===== config.mk =====
export PLATFORM = sky130hd
export DESIGN_NAME = ysyx_22040750_clint_mh
export DESIGN_NICKNAME = d
export VERILOG_FILES = /design/src/rtl/ysyx_22040750_clint_pkg.sv /design/src/rtl/ysyx_22040750_clint_prescaler.sv /design/src/rtl/ysyx_22040750_clint_mh.sv
export SDC_FILE = /design/constraint.sdc
export NUM_CORES = 1
export LEC_CHECK = 0
export BUFFER_PORTS_ARGS = -buffer_cell sky130_fd_sc_hd__buf_2
export CORE_MARGIN = 2
export CORE_UTILIZATION = 54
export CTS_CLUSTER_SIZE = 20
export DETAILED_ROUTE_END_ITERATION = 6
export PLACE_DENSITY_LB_ADDON = 0.2
export REMOVE_ABC_BUFFERS = 1
export SKIP_CTS_REPAIR_TIMING = 1
export SYNTH_ARGS = -nofsm -noshare
export SYNTH_HDL_FRONTEND = slang
export SYNTH_SLANG_ARGS = --single-unit
export TNS_END_PERCENT = 100

===== constraint.sdc =====
create_clock -name I_clk -period 4.9 [get_ports I_clk]
set_input_delay 0.245 -clock I_clk [delete_from_list [all_inputs] [get_ports I_clk]]
set_output_delay 0.245 -clock I_clk [all_outputs]
set_load 0.01 [all_outputs]

===== src/rtl/ysyx_22040750_clint_pkg.sv =====
// Shared CLINT register map, response codes and address decode helpers.
// Used by ysyx_22040750_clint_mh (CLINT_MTIME_WRITE_EN selects whether MTIME is writable).
package ysyx_22040750_clint_pkg;

  localparam logic [15:0] MSIP_OFF     = 16'h0000;
  localparam logic [15:0] MTIMECMP_OFF = 16'h4000;
  localparam logic [15:0] MTIME_OFF    = 16'hBFF8;

  localparam logic [1:0] RESP_OKAY   = 2'b00;
  localparam logic [1:0] RESP_DECERR = 2'b11;

  typedef enum logic [1:0] {
    SEL_NONE,
    SEL_MSIP,
    SEL_MTIMECMP,
    SEL_MTIME
  } sel_e;

  typedef struct packed {
    sel_e       sel;
    logic [2:0] hart;
    logic       hi;    // upper 32-bit lane of the 64-bit bus
  } dec_t;

  // Only naturally aligned registers that exist for this hart count decode.
  function automatic dec_t decode(input logic [31:0] addr, input logic [31:0] base,
                                  input int nhart);
    logic [31:0] off, rel_m, rel_c;
    dec_t d;
    off   = addr - base;
    rel_m = off - 32'(MSIP_OFF);
    rel_c = off - 32'(MTIMECMP_OFF);
    d.sel  = SEL_NONE;
    d.hart = '0;
    d.hi   = off[2];
    if (rel_m[1:0] == 2'b00 && rel_m < 32'(4 * nhart)) begin
      d.sel  = SEL_MSIP;
      d.hart = rel_m[4:2];
    end else if (rel_c[2:0] == 3'b000 && rel_c < 32'(8 * nhart)) begin
      d.sel  = SEL_MTIMECMP;
      d.hart = rel_c[5:3];
    end else if (off == 32'(MTIME_OFF)) begin
      d.sel = SEL_MTIME;
    end
    return d;
  endfunction

  function automatic logic [63:0] strb_merge(input logic [63:0] old, input logic [63:0] data,
                                             input logic [7:0] strb);
    logic [63:0] r;
    r = old;
    for (int i = 0; i < 8; i++)
      if (strb[i]) r[8*i +: 8] = data[8*i +: 8];
    return r;
  endfunction

endpackage


===== src/rtl/ysyx_22040750_clint_prescaler.sv =====
// Divides the clock into a one-cycle mtime tick every TICK_DIV clocks.
module ysyx_22040750_clint_prescaler #(
  parameter int TICK_DIV = 1
) (
  input  logic I_clk,
  input  logic I_rst_n,
  output logic O_tick
);

  // Keep at least one counter bit so TICK_DIV=1 degenerates to a constant tick.
  localparam int CW = (TICK_DIV > 1) ? $clog2(TICK_DIV) : 1;

  logic [CW-1:0] cnt;

  assign O_tick = (cnt == CW'(TICK_DIV - 1));

  always_ff @(posedge I_clk or negedge I_rst_n) begin
    if (!I_rst_n)    cnt <= '0;
    else if (O_tick) cnt <= '0;
    else             cnt <= cnt + CW'(1);
  end

endmodule


===== src/rtl/ysyx_22040750_clint_mh.sv =====
// Multi-hart CLINT: shared mtime, per-hart mtimecmp/msip, AXI-lite style slave port.
// Define CLINT_MTIME_WRITE_EN to make MTIME writable; otherwise MTIME writes are dropped.
module ysyx_22040750_clint_mh
  import ysyx_22040750_clint_pkg::*;
#(
  parameter int          NHART     = 1,
  parameter logic [31:0] BASE_ADDR = 32'h0200_0000,
  parameter int          TICK_DIV  = 1
) (
  input  logic             I_clk,
  input  logic             I_rst_n,
  output logic [NHART-1:0] O_mtip,
  output logic [NHART-1:0] O_msip,
  input  logic [31:0]      I_clint_araddr,
  input  logic             I_clint_arvalid,
  output logic             O_clint_arready,
  output logic [63:0]      O_clint_rdata,
  output logic [1:0]       O_clint_rresp,
  output logic             O_clint_rvalid,
  input  logic             I_clint_rready,
  input  logic [31:0]      I_clint_awaddr,
  input  logic             I_clint_awvalid,
  output logic             O_clint_awready,
  input  logic [63:0]      I_clint_wdata,
  input  logic [7:0]       I_clint_wstrb,
  input  logic             I_clint_wvalid,
  output logic             O_clint_wready,
  output logic [1:0]       O_clint_bresp,
  output logic             O_clint_bvalid,
  input  logic             I_clint_bready
);

  logic [63:0]             mtime;
  logic [NHART-1:0][63:0]  mtimecmp;
  logic [NHART-1:0]        msip;
  logic                    tick;

  logic        aw_held, w_held;
  logic [31:0] aw_addr_q;
  logic [63:0] w_data_q;
  logic [7:0]  w_strb_q;

  logic        ar_fire, aw_fire, w_fire, wr_go;
  logic [31:0] wr_addr;
  logic [63:0] wr_data;
  logic [7:0]  wr_strb;
  logic        wr_lane_strb, wr_lane_bit, mtime_wr;
  dec_t        rd_dec, wr_dec;
  logic [63:0] rd_val, rd_word;
  logic        rd_bit;

  ysyx_22040750_clint_prescaler #(.TICK_DIV(TICK_DIV)) u_prescaler (
    .I_clk   (I_clk),
    .I_rst_n (I_rst_n),
    .O_tick  (tick)
  );

  assign O_clint_arready = !O_clint_rvalid;
  assign O_clint_awready = !aw_held && !O_clint_bvalid;
  assign O_clint_wready  = !w_held && !O_clint_bvalid;

  // A write commits once both halves are present, whether latched earlier or handshaking now.
  always_comb begin
    ar_fire = I_clint_arvalid && O_clint_arready;
    aw_fire = I_clint_awvalid && O_clint_awready;
    w_fire  = I_clint_wvalid && O_clint_wready;
    wr_addr = aw_held ? aw_addr_q : I_clint_awaddr;
    wr_data = w_held ? w_data_q : I_clint_wdata;
    wr_strb = w_held ? w_strb_q : I_clint_wstrb;
    wr_go   = (aw_held || aw_fire) && (w_held || w_fire);
  end

  assign rd_dec = decode(I_clint_araddr, BASE_ADDR, NHART);
  assign wr_dec = decode(wr_addr, BASE_ADDR, NHART);

  assign wr_lane_strb = wr_dec.hi ? wr_strb[4] : wr_strb[0];
  assign wr_lane_bit  = wr_dec.hi ? wr_data[32] : wr_data[0];

  for (genvar h = 0; h < NHART; h++) begin : g_hart
    logic [63:0] cmp_q;
    logic        msip_q;
    logic        cmp_we, msip_we;

    assign cmp_we  = wr_go && (wr_dec.sel == SEL_MTIMECMP) && (wr_dec.hart == 3'(h));
    assign msip_we = wr_go && (wr_dec.sel == SEL_MSIP) && (wr_dec.hart == 3'(h)) && wr_lane_strb;

    always_ff @(posedge I_clk or negedge I_rst_n) begin
      if (!I_rst_n) begin
        cmp_q  <= '1;
        msip_q <= 1'b0;
      end else begin
        if (cmp_we)  cmp_q  <= strb_merge(cmp_q, wr_data, wr_strb);
        if (msip_we) msip_q <= wr_lane_bit;
      end
    end

    assign mtimecmp[h] = cmp_q;
    assign msip[h]     = msip_q;
    assign O_mtip[h]   = (mtime >= cmp_q);
  end

  assign O_msip = msip;

`ifdef CLINT_MTIME_WRITE_EN
  assign mtime_wr = wr_go && (wr_dec.sel == SEL_MTIME);
`else
  assign mtime_wr = 1'b0;
`endif

  // A software write to mtime swallows a coincident tick.
  always_ff @(posedge I_clk or negedge I_rst_n) begin
    if (!I_rst_n)      mtime <= '0;
    else if (mtime_wr) mtime <= strb_merge(mtime, wr_data, wr_strb);
    else if (tick)     mtime <= mtime + 64'd1;
  end

  always_comb begin
    rd_word = '0;
    rd_bit  = 1'b0;
    rd_val  = '0;
    for (int h = 0; h < NHART; h++) begin
      if (rd_dec.hart == 3'(h)) begin
        rd_word = mtimecmp[h];
        rd_bit  = msip[h];
      end
    end
    case (rd_dec.sel)
      SEL_MSIP:     rd_val = rd_dec.hi ? {31'b0, rd_bit, 32'b0} : {63'b0, rd_bit};
      SEL_MTIMECMP: rd_val = rd_word;
      SEL_MTIME:    rd_val = mtime;
      default:      rd_val = '0;
    endcase
  end

  always_ff @(posedge I_clk or negedge I_rst_n) begin
    if (!I_rst_n) begin
      O_clint_rvalid <= 1'b0;
      O_clint_rdata  <= '0;
      O_clint_rresp  <= RESP_OKAY;
    end else if (ar_fire) begin
      O_clint_rvalid <= 1'b1;
      O_clint_rdata  <= rd_val;
      O_clint_rresp  <= (rd_dec.sel == SEL_NONE) ? RESP_DECERR : RESP_OKAY;
    end else if (I_clint_rready) begin
      O_clint_rvalid <= 1'b0;
    end
  end

  always_ff @(posedge I_clk or negedge I_rst_n) begin
    if (!I_rst_n) begin
      aw_held        <= 1'b0;
      w_held         <= 1'b0;
      aw_addr_q      <= '0;
      w_data_q       <= '0;
      w_strb_q       <= '0;
      O_clint_bvalid <= 1'b0;
      O_clint_bresp  <= RESP_OKAY;
    end else if (wr_go) begin
      aw_held        <= 1'b0;
      w_held         <= 1'b0;
      O_clint_bvalid <= 1'b1;
      O_clint_bresp  <= (wr_dec.sel == SEL_NONE) ? RESP_DECERR : RESP_OKAY;
    end else begin
      if (aw_fire) begin
        aw_held   <= 1'b1;
        aw_addr_q <= I_clint_awaddr;
      end
      if (w_fire) begin
        w_held   <= 1'b1;
        w_data_q <= I_clint_wdata;
        w_strb_q <= I_clint_wstrb;
      end
      if (O_clint_bvalid && I_clint_bready) O_clint_bvalid <= 1'b0;
    end
  end

endmodule

Word-level counts from Yosys, hierarchy flattened:

Cells that the tools add are included.

* bits in registers: 306
* input bits: 143
* word-level logic and storage cells: 112

* add/subtract/negate cells: 6
* magnitude comparators: 5
* eq/ne operators: 7
* muxes and demuxes: 28
* bitwise operators: 1
* reductions and logical operators: 44

Operators by type and width (number)
* case mux 64 bit (3 select lines): 1
* 2-to-1 mux 64 bit: 2
* adder 64 x 1 -> 64 bit, second input constant: 1
* equality test 32 x 16 -> 1 bit, second input constant: 2
* >= comparator 64 bit: 1
* less-than comparator 32 x 3 -> 1 bit, second input constant: 2
* less-than comparator 32 x 4 -> 1 bit, second input constant: 2
* subtractor 32 x 15 -> 32 bit, second input constant: 2
* subtractor 32 x 26 -> 32 bit, second input constant: 2
* 2-to-1 mux 33 bit: 1
* 2-to-1 mux 32 bit: 1
* AND reduction 2 bit: 10
* logical AND 1 bit: 16
* zero test 3 bit: 4
* 2-to-1 mux 1 bit: 12
* 2-to-1 mux 2 bit: 6
* 2-to-1 mux 5 bit: 2
* zero test 2 bit: 4
* 2-to-1 mux 8 bit: 1
* nonzero test 2 bit: 4
* equality test 2 bit, second input constant: 3
* 2-to-1 mux 3 bit: 2
* equality test 2 x 1 -> 1 bit, second input constant: 2
* zero test 1 bit: 4
* other kinds (3): 4

Depth between registers and ports, before layout:

* depth in word-level cells: 11
* depth in mapped cells: 11
* mapped depth without buffers: 9

By module:

From an unflattened synthesis, not the netlist that was laid out.

* cell total of the unflattened synthesis: 1496
* area, all modules: 16294.4 um2

Modules (own cells, without submodules)
* ysyx_22040750_clint_mh: instances 1, cells an instance 1494, area each 16283.1 um2, seq. area each 7662.3 um2
* ysyx_22040750_clint_prescaler: instances 1, cells an instance 2, area each 11.3 um2, seq. area each 0.0 um2

Worst setup path before layout:

OpenSTA, ideal clock, no wires.

* kind: reg2reg
* start: reg aw_held
* end: reg g_hart[0].cmp_q[0]
* arrival time: 3.424 ns
* path slack: 1.394 ns
* stages on the path, launching flop included: 12
* buffers on the path: 3
* period minus slack after synthesis: 3.506 ns
* cell sequence: dfrtp_1 buf_4 buf_4 clkbuf_1 mux2i_1 ha_1 xnor2_1 or3_1 nor4_1 nor4_4 nor4_4 mux2_4

* longest elaborated chain between the ends: 11
* elaborated cells on any way between the ends: 24
* those cells by class: 2 x add/sub; 2 x order compare; 2 x eq/ne; 5 x mux; 13 x reduce/logical

Ends and longest elaborated chain
* start: declaration: RTL line ysyx_22040750_clint_mh.sv:38 `logic aw_held, w_held;`
* start signal: assignment: RTL line ysyx_22040750_clint_mh.sv:151 `aw_held <= 1'b0;`
* start signal: assignment: RTL line ysyx_22040750_clint_mh.sv:159 `aw_held <= 1'b0;`
* start signal: assignment: RTL line ysyx_22040750_clint_mh.sv:165 `aw_held <= 1'b1;`
* 2-to-1 mux 32 bit: RTL line ysyx_22040750_clint_mh.sv:67 `wr_addr = aw_held ? aw_addr_q : I_clint_awaddr;`
* subtractor 32 x 26 -> 32 bit: RTL line ysyx_22040750_clint_pkg.sv:30 `off = addr - base;`
* subtractor 32 x 15 -> 32 bit: RTL line ysyx_22040750_clint_pkg.sv:32 `rel_c = off - 32'(MTIMECMP_OFF);`
* less-than comparator 32 x 4 -> 1 bit or zero test 3 bit (tied branches): RTL line ysyx_22040750_clint_pkg.sv:39 `end else if (rel_c[2:0] == 3'b000 && rel_c < 32'(8 * nhart)) begin`
* logical AND 1 bit: RTL line ysyx_22040750_clint_pkg.sv:39
* 2-to-1 mux 2 bit: RTL line ysyx_22040750_clint_pkg.sv:39
* 2-to-1 mux 5 bit: RTL line ysyx_22040750_clint_pkg.sv:36 `if (rel_m[1:0] == 2'b00 && rel_m < 32'(4 * nhart)) begin`
* equality test 2 bit: RTL line ysyx_22040750_clint_mh.sv:84 `assign cmp_we = wr_go && (wr_dec.sel == SEL_MTIMECMP) && (wr_dec.hart == 3'(h));`
* logical AND 1 bit: RTL line ysyx_22040750_clint_mh.sv:84
* logical AND 1 bit *: RTL line ysyx_22040750_clint_mh.sv:84
* AND reduction 2 bit (no source line) *
* end signal: assignment: RTL line ysyx_22040750_clint_mh.sv:92 `if (cmp_we) cmp_q <= strb_merge(cmp_q, wr_data, wr_strb);`
* end: declaration: RTL line ysyx_22040750_clint_mh.sv:80 `logic [63:0] cmp_q;`

Every way passes the cells marked *; elsewhere a longest branch is shown, timed or not.
A chain may end at the register's enable or synchronous reset.

Worst setup path after layout:

* start: reg aw_held
* end: reg g_hart[0].cmp_q[63]

The elaborated chain is that of the path after synthesis.

==> qor.yml <==
status:
  outcome: "finished with violations"
  violations: "hold timing"
pwr:
  total_power_mw: 8.02
  p_leak_nw: 8.77
  power_density_nw_per_um2: 429
  irDropWorstVdd_mv: 0.274
routing:
  totalWireLength_um: 36400
  drt_first_pass_iters: 5
  ant_nets: 0
  drc: 0
  wl_per_cell_um: 17.9
  drt-initial-drc-count: 622
  num_vias: 11571
  viasPerCell: 5.70
worst_setup_path:
  cp_num_buf_inv: 3
  worst_path_max_delay_cell: "nor4_4"
  end_kind: "register"
  arrival_ns: 3.93
  path_delay_family: "simple AND/OR/NAND/NOR gates"
  crit_chain: "buf_4, inv_1, o41ai_4, o211ai_2, nor4_1, nor4_4, buf_4, nor4_4, mux2i_1"
  critical-path-max-stage-delay_ns: 0.71
  crit_type: "reg2reg"
  critPathLaunchType: "register"
  cp_data_required_time_ns: 5.31
  crit_fanout: 28
floorplan:
  die_w_um: 174
  io_pins: 218
  rows: 62
  fp.coreArea_um2: 28500
  start_util_pct: 54.5
  fp.dieArea_um2: 30200
  die_h_um: 174
sta:
  whs_ns: -0.00665
  fin_crit_sh_pct: 71.8
  rsz0062_at_grt: "false"
  fin_skew_ns: 0.0182
  drv_slew: 0
  tns_ns: 0
  slew-limit-headroom_pct: 29.7
  setup_violations: 0
  hold_viol: 4
  clock.fmax_ghz: 0.284
  tightest_slew_ns: 1.05
  min_period_ns: 3.52
min_path:
  hold_path_class: "in2reg"
global_routing:
  use_met2_pct: 40.4
  grt_pass1_vias: 11590
  grt_first_pass_wirelength_um: 59200
  grt_max_degree: 131
  gr-max-usage-layer: "met2"
  grt_overflow: 0
  grtUsageTotal_pct: 24.0
  use_met1_pct: 32.2
  grtUsageMet3_pct: 3.93
  grt_antenna_before_repair: 4
clocking:
  cts-root-buf: "clkbuf_16"
  cts_max_level: 2
  cts.clk_slew.worst_paths_ns: 0.06
  clock_latency_ns: 0.51
  cts_tree: "done"
  cts_made_buffers: 34
  clock-sinks: 303
  clk_path_buf_depth: 3
yosys:
  synth_most_common_cell: "dfrtp_1"
  yosys.area_share.simple_pct: 11.6
  synth-main-ff-cell: "dfrtp_1"
  ys_types: 66
  syn_area_per_cell_um2: 11.5
  syn_inst: 1356
  synth_area_leaders: "dfrtp_1 38%, dfstp_2 11%, mux2i_1 8.9%"
  synth-seq-area-share_pct: 49.2
  synthAdderAreaFrac_pct: 5.47
  synthTopCellsByCount: "239 x dfrtp_1, 139 x mux2i_1, 106 x mux2_2, 92 x nor2_1, 84 x a21oi_1"
  synth-edff-count: 0
  yosys.area.top_type: "dfrtp_1"
  ys_ff_latch: 303
  yosys_warnings: 0
  synth_top_family_by_area: "multiplexers"
  yosysTopAreaCellShare_pct: 38.4
  synth_area_um2: 15600
  synth-xor-area-share_pct: 3.83
  synth-compound-area-share_pct: 9.62
  synth.mux.area_fraction_pct: 17.0
  async_reset_ff_share_pct: 100
final_layout:
  syn_to_final_growth_pct: 20.0
  layout.nets: 1828
  nFillCells: 2347
  final_util_pct: 65.4
  drive_gt1_share_pct: 29.2
placed_design:
  gp_congestion: 0.835
  portBuffers: 217
  hpwl_um: 25200
run:
  maxCapViolCount: 0
## cell families (layout without fill, tap and decap cells)
family,Yosys count,count (layout)
muxes,248,248
DFF,303,303
AOI/OAI and AO/OA,223,223
and+or+nand+nor,314,314
buffers and inverters,132,419
adders and majority gates,68,68
other,0,3
xor gates and xnor gates,68,68
## layer usage
layer,part of all wire [%],routed length [um]
met5,0.044,16
met4,2.2,818
met3,4.5,1650
met2,49,17900
met1,44,16000
## registers in the layout, summed over array words and instances, names as in the netlist
signal	flops
O_clint_rdata	64
g_hart.cmp_q	64
mtime	64
w_data_q	64
aw_addr_q	32
w_strb_q	8
O_clint_bresp	1
O_clint_bvalid	1
O_clint_rresp	1
O_clint_rvalid	1
O_msip	1
aw_held	1
w_held	1
## per-stage QoR
step                setup slack, ns  cell area (um2)  std cells  hold WS (ns)
floorplan                     -1.98            15300       1302       -0.0506
global placement               1.50            17100       1915         0.419
detailed placement             1.37            17100       1915         0.437
CTS                            1.34            18200       1977       -0.0982
global route                   1.06            18700       2029      0.000297
finish                         1.38            18700       2030      -0.00665
## power breakdown
part | switching [mW] | internal (mW)
sequential | 0.457 | 3.07
clock | 0.999 | 1.50
combinational | 0.968 | 1.02
total | 2.42 | 5.60
## final timing paths
path	from	end	slack, ns	cells past startpoint
max reg2reg	aw_held	g_hart[0].cmp_q[63]	1.38	9
min in group asynchronous	I_rst_n	mtime[41]	0.44	2
min	I_clint_wdata[43]	w_data_q[43]	-0.007	2
max	aw_held	g_hart[0].cmp_q[63]	1.38	9
min reg2reg	g_hart[0].cmp_q[61]	g_hart[0].cmp_q[61]	0.49	2
max in group asynchronous	I_rst_n	w_data_q[63]	3.21	3
## area by class of cell
class | instances | area, um2 | share of cell area [%]
sequential | 303 | 7670 | 41.0
multi-input combinational | 921 | 7420 | 39.7
timing repair buffer | 279 | 1710 | 9.16
clock buffer | 55 | 1030 | 5.53
tap | 384 | 480 | 2.57
inverter | 78 | 293 | 1.57
clock inverter | 7 | 63.8 | 0.342
antenna | 3 | 7.51 | 0.0402
## cell usage in the layout (no fill, tap or decap), types with 3 or more instances in the layout
cell	netlist	routed
nand2b_1	3	3
diode_2	0	3
dfrtp_1	239	238
nor3_1	24	24
and3_1	18	18
or4_1	3	3
nand4_1	37	37
nor4b_1	4	3
mux2i_1	139	139
a21o_1	16	16
nand3_1	32	31
o21ai_0	24	24
clkbuf_16	0	37
and4_1	9	9
a22oi_1	63	63
clkinv_2	0	5
xor2_1	18	18
and2_1	4	4
nor4_1	17	17
nor2_1	92	91
nor4_4	10	10
nor2b_1	6	5
o21a_1	5	5
o31ai_1	4	4
buf_4	4	10
a21oi_1	84	84
clkbuf_1	48	14
dlygate4sd3_1	0	50
ha_1	68	68
buf_2	0	216
inv_1	78	78
or3_1	5	5
mux2_2	106	106
xnor2_1	50	50
o211ai_1	3	3
dfstp_2	64	64
nand2_1	36	36
clkbuf_8	0	4
(Power assumes the default switching activity.)
